==> config.mk <==
export PLATFORM = sky130hd
export DESIGN_NAME = param_cpu_flat
export DESIGN_NICKNAME = d
export VERILOG_FILES = /design/src/rtl/param_cpu_if.sv /design/src/rtl/param_cpu.sv /design/src/flat_wrapper.sv
export SDC_FILE = /design/constraint.sdc
export NUM_CORES = 1
export LEC_CHECK = 0
export ABC_AREA = 1
export ABC_CLOCK_PERIOD_IN_PS = 1600
export CAP_MARGIN = 10
export CORE_MARGIN = 2
export CORE_UTILIZATION = 40
export DETAILED_ROUTE_END_ITERATION = 10
export PLACE_DENSITY = 0.69
export REMOVE_ABC_BUFFERS = 1
export SLEW_MARGIN = 0
export SYNTH_ARGS = -nofsm -noshare
export SYNTH_HDL_FRONTEND = slang
export SYNTH_SLANG_ARGS = --single-unit
==> constraint.sdc <==
create_clock -name clk -period 1.6 [get_ports clk]
set_input_delay 0.16 -clock clk [delete_from_list [all_inputs] [get_ports clk]]
set_output_delay 0.16 -clock clk [all_outputs]
set_load 0.02 [all_outputs]
==> src/rtl/param_cpu_if.sv <==
// ROM, switch and LED-side signals of param_cpu, bundled as one port.
// master = CPU side, slave = board side (ROM, switches, LEDs).
interface param_cpu_if #(
  parameter int DATA_W = 4,
  parameter int ADDR_W = 4
) ();
  logic [ADDR_W-1:0]   addr;
  logic [DATA_W+3:0]   data;
  logic [DATA_W-1:0]   in_port;
  logic [DATA_W-1:0]   out_port;
  logic                halted;

  modport master (
    output addr,
    output out_port,
    output halted,
    input  data,
    input  in_port
  );

  modport slave (
    input  addr,
    input  out_port,
    input  halted,
    output data,
    output in_port
  );
endinterface

==> src/rtl/param_cpu.sv <==
// Single-cycle accumulator CPU: two registers, carry flag, instruction pointer
// into a combinational ROM, registered output port and a sticky halt state.
module param_cpu #(
  parameter int DATA_W = 4,
  parameter int ADDR_W = 4
) (
  input  logic         clk,
  input  logic         n_reset,
  param_cpu_if.master  bus
);

  typedef enum logic {
    ST_RUN  = 1'b0,
    ST_HALT = 1'b1
  } state_t;

  localparam logic [3:0] OP_ADD_A  = 4'b0000;
  localparam logic [3:0] OP_MOV_AB = 4'b0001;
  localparam logic [3:0] OP_IN_A   = 4'b0010;
  localparam logic [3:0] OP_MOV_AI = 4'b0011;
  localparam logic [3:0] OP_MOV_BA = 4'b0100;
  localparam logic [3:0] OP_ADD_B  = 4'b0101;
  localparam logic [3:0] OP_IN_B   = 4'b0110;
  localparam logic [3:0] OP_MOV_BI = 4'b0111;
  localparam logic [3:0] OP_HLT    = 4'b1000;
  localparam logic [3:0] OP_OUT_B  = 4'b1001;
  localparam logic [3:0] OP_OUT_I  = 4'b1011;
  localparam logic [3:0] OP_JNC    = 4'b1110;
  localparam logic [3:0] OP_JMP    = 4'b1111;

  // Low ADDR_W bits of the immediate, zero-extended when ADDR_W > DATA_W.
  function automatic logic [ADDR_W-1:0] jump_target(input logic [DATA_W-1:0] im);
    logic [ADDR_W+DATA_W-1:0] w_ext;
    w_ext = {{ADDR_W{1'b0}}, im};
    return w_ext[ADDR_W-1:0];
  endfunction

  state_t              r_state;
  state_t              w_state;
  logic [DATA_W-1:0]   r_a;
  logic [DATA_W-1:0]   r_b;
  logic [DATA_W-1:0]   r_out;
  logic                r_c;
  logic [ADDR_W-1:0]   r_ip;
  logic [DATA_W-1:0]   w_a;
  logic [DATA_W-1:0]   w_b;
  logic [DATA_W-1:0]   w_out;
  logic                w_c;
  logic [ADDR_W-1:0]   w_ip;

  logic [3:0]          w_op;
  logic [DATA_W-1:0]   w_im;
  logic [DATA_W:0]     w_sum_a;
  logic [DATA_W:0]     w_sum_b;
  logic [ADDR_W-1:0]   w_ip_inc;
  logic [ADDR_W-1:0]   w_target;

  assign w_op     = bus.data[DATA_W+3:DATA_W];
  assign w_im     = bus.data[DATA_W-1:0];
  assign w_sum_a  = {1'b0, r_a} + {1'b0, w_im};
  assign w_sum_b  = {1'b0, r_b} + {1'b0, w_im};
  assign w_ip_inc = r_ip + ADDR_W'(1);
  assign w_target = jump_target(w_im);

  // Decode and execute the fetched instruction; carry survives only an ADD.
  always_comb begin
    w_state = r_state;
    w_a     = r_a;
    w_b     = r_b;
    w_out   = r_out;
    w_c     = r_c;
    w_ip    = r_ip;
    case (r_state)
      ST_RUN: begin
        w_c  = 1'b0;
        w_ip = w_ip_inc;
        case (w_op)
          OP_ADD_A: begin
            w_a = w_sum_a[DATA_W-1:0];
            w_c = w_sum_a[DATA_W];
          end
          OP_ADD_B: begin
            w_b = w_sum_b[DATA_W-1:0];
            w_c = w_sum_b[DATA_W];
          end
          OP_MOV_AI: w_a = w_im;
          OP_MOV_BI: w_b = w_im;
          OP_MOV_AB: w_a = r_b;
          OP_MOV_BA: w_b = r_a;
          OP_IN_A:   w_a = bus.in_port;
          OP_IN_B:   w_b = bus.in_port;
          OP_OUT_B:  w_out = r_b;
          OP_OUT_I:  w_out = w_im;
          OP_JMP:    w_ip = w_target;
          OP_JNC: begin
            if (!r_c) begin
              w_ip = w_target;
            end else begin
              w_ip = w_ip_inc;
            end
          end
          OP_HLT: begin
            w_state = ST_HALT;
            w_ip    = r_ip;
            w_c     = r_c;
          end
          default: w_c = 1'b0;
        endcase
      end
      ST_HALT: w_state = ST_HALT;
      default: w_state = ST_RUN;
    endcase
  end

  // Architectural state; reset clears everything without needing a clock.
  always_ff @(posedge clk or negedge n_reset) begin
    if (!n_reset) begin
      r_state <= ST_RUN;
      r_a     <= {DATA_W{1'b0}};
      r_b     <= {DATA_W{1'b0}};
      r_out   <= {DATA_W{1'b0}};
      r_c     <= 1'b0;
      r_ip    <= {ADDR_W{1'b0}};
    end else begin
      r_state <= w_state;
      r_a     <= w_a;
      r_b     <= w_b;
      r_out   <= w_out;
      r_c     <= w_c;
      r_ip    <= w_ip;
    end
  end

  assign bus.addr     = r_ip;
  assign bus.out_port = r_out;
  assign bus.halted   = (r_state == ST_HALT);

endmodule

==> src/flat_wrapper.sv <==
// flat-port wrapper written by rule: the top's interface ports become plain ports
module param_cpu_flat 
#(
  parameter int DATA_W = 4,
  parameter int ADDR_W = 4
)
  (clk, n_reset, bus_addr, bus_out_port, bus_halted, bus_data, bus_in_port);
  param_cpu_if #(.DATA_W(DATA_W), .ADDR_W(ADDR_W)) bus_i ();
  input  logic clk;
  input  logic n_reset;
  output wire logic [$bits(bus_i.addr)-1:0] bus_addr;
  output wire logic [$bits(bus_i.out_port)-1:0] bus_out_port;
  output wire logic [$bits(bus_i.halted)-1:0] bus_halted;
  input wire logic [$bits(bus_i.data)-1:0] bus_data;
  input wire logic [$bits(bus_i.in_port)-1:0] bus_in_port;
  assign bus_addr = bus_i.addr;
  assign bus_out_port = bus_i.out_port;
  assign bus_halted = bus_i.halted;
  assign bus_i.data = bus_data;
  assign bus_i.in_port = bus_in_port;
  param_cpu #(.DATA_W(DATA_W), .ADDR_W(ADDR_W)) u_core (.clk(clk), .n_reset(n_reset), .bus(bus_i));
endmodule
# Word-level counts from Yosys, hierarchy flattened
# Cells that the tools add are included.
# totals
register_bits	18
input_bits	14
out_inout_bits	9
elab_cells	39
# op_classes
addsub	3
eq_ne	12
mux	8
bitwise	2
n_reduce_logical	8
# op_table
cell	count
case mux 4 bit (4 select lines)	2
equality test 4 bit (second input constant)	5
equality test 4 x 3 -> 1 bit (second input constant)	4
case mux 4 bit (3 select lines)	1
adder 4 x 4 -> 5 bit	2
equality test 4 x 2 -> 1 bit (second input constant)	2
case mux 4 bit (2 select lines)	1
AND reduction 2 bit	4
nonzero test 4 bit	2
adder 4 x 1 -> 4 bit (second input constant)	1
equality test 4 x 1 -> 1 bit (second input constant)	1
zero test 4 bit	1
2-to-1 mux 4 bit	1
case mux 1 bit (3 select lines)	1
NOT 1 bit	2
case mux 1 bit (2 select lines)	1
nonzero test 2 bit	1
2-to-1 mux 1 bit	1

# Logic depth before layout (Yosys ltp)
# depth
word_depth	3
depth_mapped	8
depth_no_buf	8

# Least setup slack after synthesis
# OpenSTA, ideal clock, no wires.
# synth_path
kind	reg2reg
startpoint	register u_core.r_b[0]
endpoint	register u_core.r_c
setup_time_ns	0.065
arrival_time_ns	1.327
required_time_ns	1.535
path_slack_ns	0.208
stages_incl_launch_ff	9
path_buffers	0
synth_period_minus_slack_ns	1.392
path_cell_list	dfrtp_1 -> ha_1 -> inv_1 -> fa_1 -> o21ai_0 -> nand3_1 -> nand2_1 -> nand2_1 -> nand2_1
# synth_via
elab_chain_len	2
# synth_rtl
item	line	source
start: declaration	param_cpu.sv:41	logic [DATA_W-1:0] r_b;
start signal: assignment	param_cpu.sv:120	r_b <= {DATA_W{1'b0}};
start signal: assignment	param_cpu.sv:127	r_b <= w_b;
adder 4 x 4 -> 5 bit	param_cpu.sv:61	assign w_sum_b = {1'b0, r_b} + {1'b0, w_im};
case mux 1 bit (3 select lines)	param_cpu.sv:77	case (w_op)
end signal: assignment	param_cpu.sv:129	r_c <= w_c;
end: declaration	param_cpu.sv:43	logic r_c;
# Every way passes these cells.
# A chain may end at the register's enable or synchronous reset.

# Final worst setup path
# layout_path
startpoint	register u_core.r_ip[2], in the netlist u_core.bus.addr[2]
endpoint	output bus_addr[2]
# layout_rtl
item	line	source
start: declaration	param_cpu.sv:44	logic [ADDR_W-1:0] r_ip;
start signal: assignment	param_cpu.sv:123	r_ip <= {ADDR_W{1'b0}};
start signal: assignment	param_cpu.sv:130	r_ip <= w_ip;
end: declaration	flat_wrapper.sv:11	output wire logic [$bits(bus_i.addr)-1:0] bus_addr;
# No word-level cell between the ends.

==> out/qor.yml <==
via_per_inst: 4.98
syn-cell-area_um2: 1410
fin_crit_sh: 0.941
syn_inst: 206
max_slew_margin: 0.798
synth_warnings: 0
comb_power_share: 0.564
dp_hpwl_um: 2940
ys_seq_area_frac: 0.320
r2r_start: "u_core.r_b[0]$_DFFE_PN0P_"
crit_path_max_incr_delay_ns: 0.63
final-max-slew-violation-count: 0
fin_util: 0.555
cp.required_ns: 1.44
min_period_ns: 1.51
final_common_cell: "nand2_1"
drt_iter0_markers: 113
met1_length_um: 1740
grt_setup_unrepaired: "no"
num_rows: 21
wl_um: 3690
drive_gt1_frac: 0.155
worstPathCellList: "clkdlybuf4s50_1"
p_per_area_nw_per_um2: 1310
p_int_mw: 1.42
final_hold_viol_count: 0
critical_path.slowest_cell: "clkdlybuf4s50_1"
path_class: "register to primary output"
num_antenna_cells: 0
rrSetupSlack_ns: 0.13
most-common-layout-cells: "nand2_1, clkdlybuf4s50_1, buf_4"
clkSinkCount: 18
die_h_um: 63.3
core_um2: 3360
postSynthAreaPerCell_um2: 6.83
antenna_found_initial: 0
fin_area_um2: 1870
htree_levels: 1
route.met2.wl_um: 1690
skew_ns: 0.00126
leakage_nw: 0.956
min_path_type: "input port to asynchronous set/reset pin"
crit_arrival_ns: 1.35
r2r_cells: 8
die_width_um: 63.3
wire_per_inst_um: 12.4
clock_latency_ns: 0.29
whs_ns: 0.182
clk_path_buf_depth: 2
fmax_ghz: 0.664
clockRootBuffer: "clkbuf_4"
area_delta_synth_final_pct: 32.7
start_util: 0.418
power_mw: 2.45
drv_cap: 0
cts_made_buffers: 3
num_vias: 1480
cp-start-kind: "register"
port_buffers: 22
cts_tree: "done"
ir_drop_mv: 0.613
dieArea_um2: 4010
place_inst: 293
dpl_cell_area_um2: 1830
path_buf_inv: 1
grt_pass1_wl_um: 6330
clock_power_share: 0.097
routabilityCongestion: 0.916
setup_viol: 0
grt_pass1_vias: 1372
grt_max_degree: 19
grtUsageTotal: 0.202
ant_nets: 0
layout_setup_ws_ns: 0.0945
synth.distinct_cells: 23
drc_errors: 0
status: "finished clean"
crit_path_max_fanout: 4
cts_hold_buf: 0
ys_ff_latch: 18
layoutNonFillerInstCount: 297
clk_pin_slew_ns: 0.11
r2r_end: "u_core.r_c$_DFFE_PN0P_"
tightestPinTransition_ns: 0.302
grt.overflow.total: 0
highest_layer: "met4"
routed-wl-met3_um: 239
nets: 278
switchingPower_mw: 1.03
pwr-share-seq: 0.339
num_io_pins: 23
cp-end-kind: "primary output"
p_sw_frac: 0.419
dr.pass1.iters: 4
fin_tns_setup_ns: 0
cp_top_family: "buffers and inverters"
post-place-ws_ns: -0.293
[power groups by stage]
| stage | registers (mW) | clock network (mW) | logic, mW |
|---|---|---|---|
| after floorplan | 0.944 | 0 | 0.674 |
| after global placement | 0.830 | 0 | 1.33 |
| final | 0.829 | 0.236 | 1.38 |
| after detailed placement | 0.841 | 0 | 1.36 |
| after CTS | 0.832 | 0.247 | 1.37 |
| after global routing | 0.866 | 0.271 | 1.56 |
[worst max-delay path by stage]
stage	from	end	slack, ns	cells after the start
after detailed placement	bus_data[0]	u_core.r_a[2]$_DFFE_PN0P_	-0.29	8
after CTS	bus_data[0]	u_core.r_a[2]$_DFFE_PN0P_	0.02	8
after floorplan	u_core.r_b[0]$_DFFE_PN0P_	u_core.r_c$_DFFE_PN0P_	0.21	8
after global placement	bus_data[0]	u_core.r_c$_DFFE_PN0P_	-0.24	9
final	u_core.bus.addr[2]$_DFFE_PN0P_	bus_addr[2]	0.09	1
after global routing	u_core.r_b[0]$_DFFE_PN0P_	u_core.r_c$_DFFE_PN0P_	0.02	8
[flip-flops by register name (all words and copies together), names as in the netlist]
name / flops
u_core.bus.addr: 4
u_core.bus.halted: 1
u_core.bus.out_port: 4
u_core.r_a: 4
u_core.r_b: 4
u_core.r_c: 1
[what timing repair did]
action,in CTS,in global routing
resized for setup,1,3
setup buffers,0,1
pin swaps,0,0
setup endpoints to repair,1,4
[routing by layer]
metal | vias to the layer above | global-route usage
li1 | 758 | -
met1 | 675 | 0.287
met2 | 43 | 0.327
met3 | 4 | 0.0214
met4 | 0 | 0.0571
met5 | - | 0
[final cells by class]
class                           instances  area (µm²)
Fill cell                             350        1500
Inverter                               26        97.6
Multi-Input combinational cell        162         861
Sequential cell                        18         452
Clock buffer                            3        22.5
Tap cell                               46        57.6
Timing Repair Buffer                   42         375
[kinds of logic (layout without fill, tap and decap cells)]
logic type,Yosys count,count (layout),synth area share
AOI/OAI and AO/OA,25,25,0.102
xor gates and xnor gates,3,3,0.0187
and+or+nand+nor,123,123,0.381
DFF,18,18,0.320
adders and majority gates,11,11,0.109
buffers and inverters,26,71,0.0694
[cells in the mapped netlist]
cell      number  share of area
nand2_1       77           0.21
nand3_1       19          0.068
dfrtp_1       18           0.32
inv_1         18          0.048
nor2_1        18          0.048
a21oi_1       11          0.039
ha_1           9          0.080
inv_2          7          0.019
o21ai_1        5          0.018
a31oi_1        4          0.018
o21ai_0        3          0.011
xor2_1         3          0.019
fa_1           2          0.028
nand4_1        2         0.0089
nor2_4         2          0.016
a21oi_4        1          0.012
clkinv_1       1         0.0027
nand2_2        1         0.0045
nand3b_1       1         0.0053
nand4_2        1         0.0089
nor2_2         1         0.0045
nor3_4         1          0.012
o211ai_1       1         0.0053
Note: power is estimated with default switching activity, not from simulation.
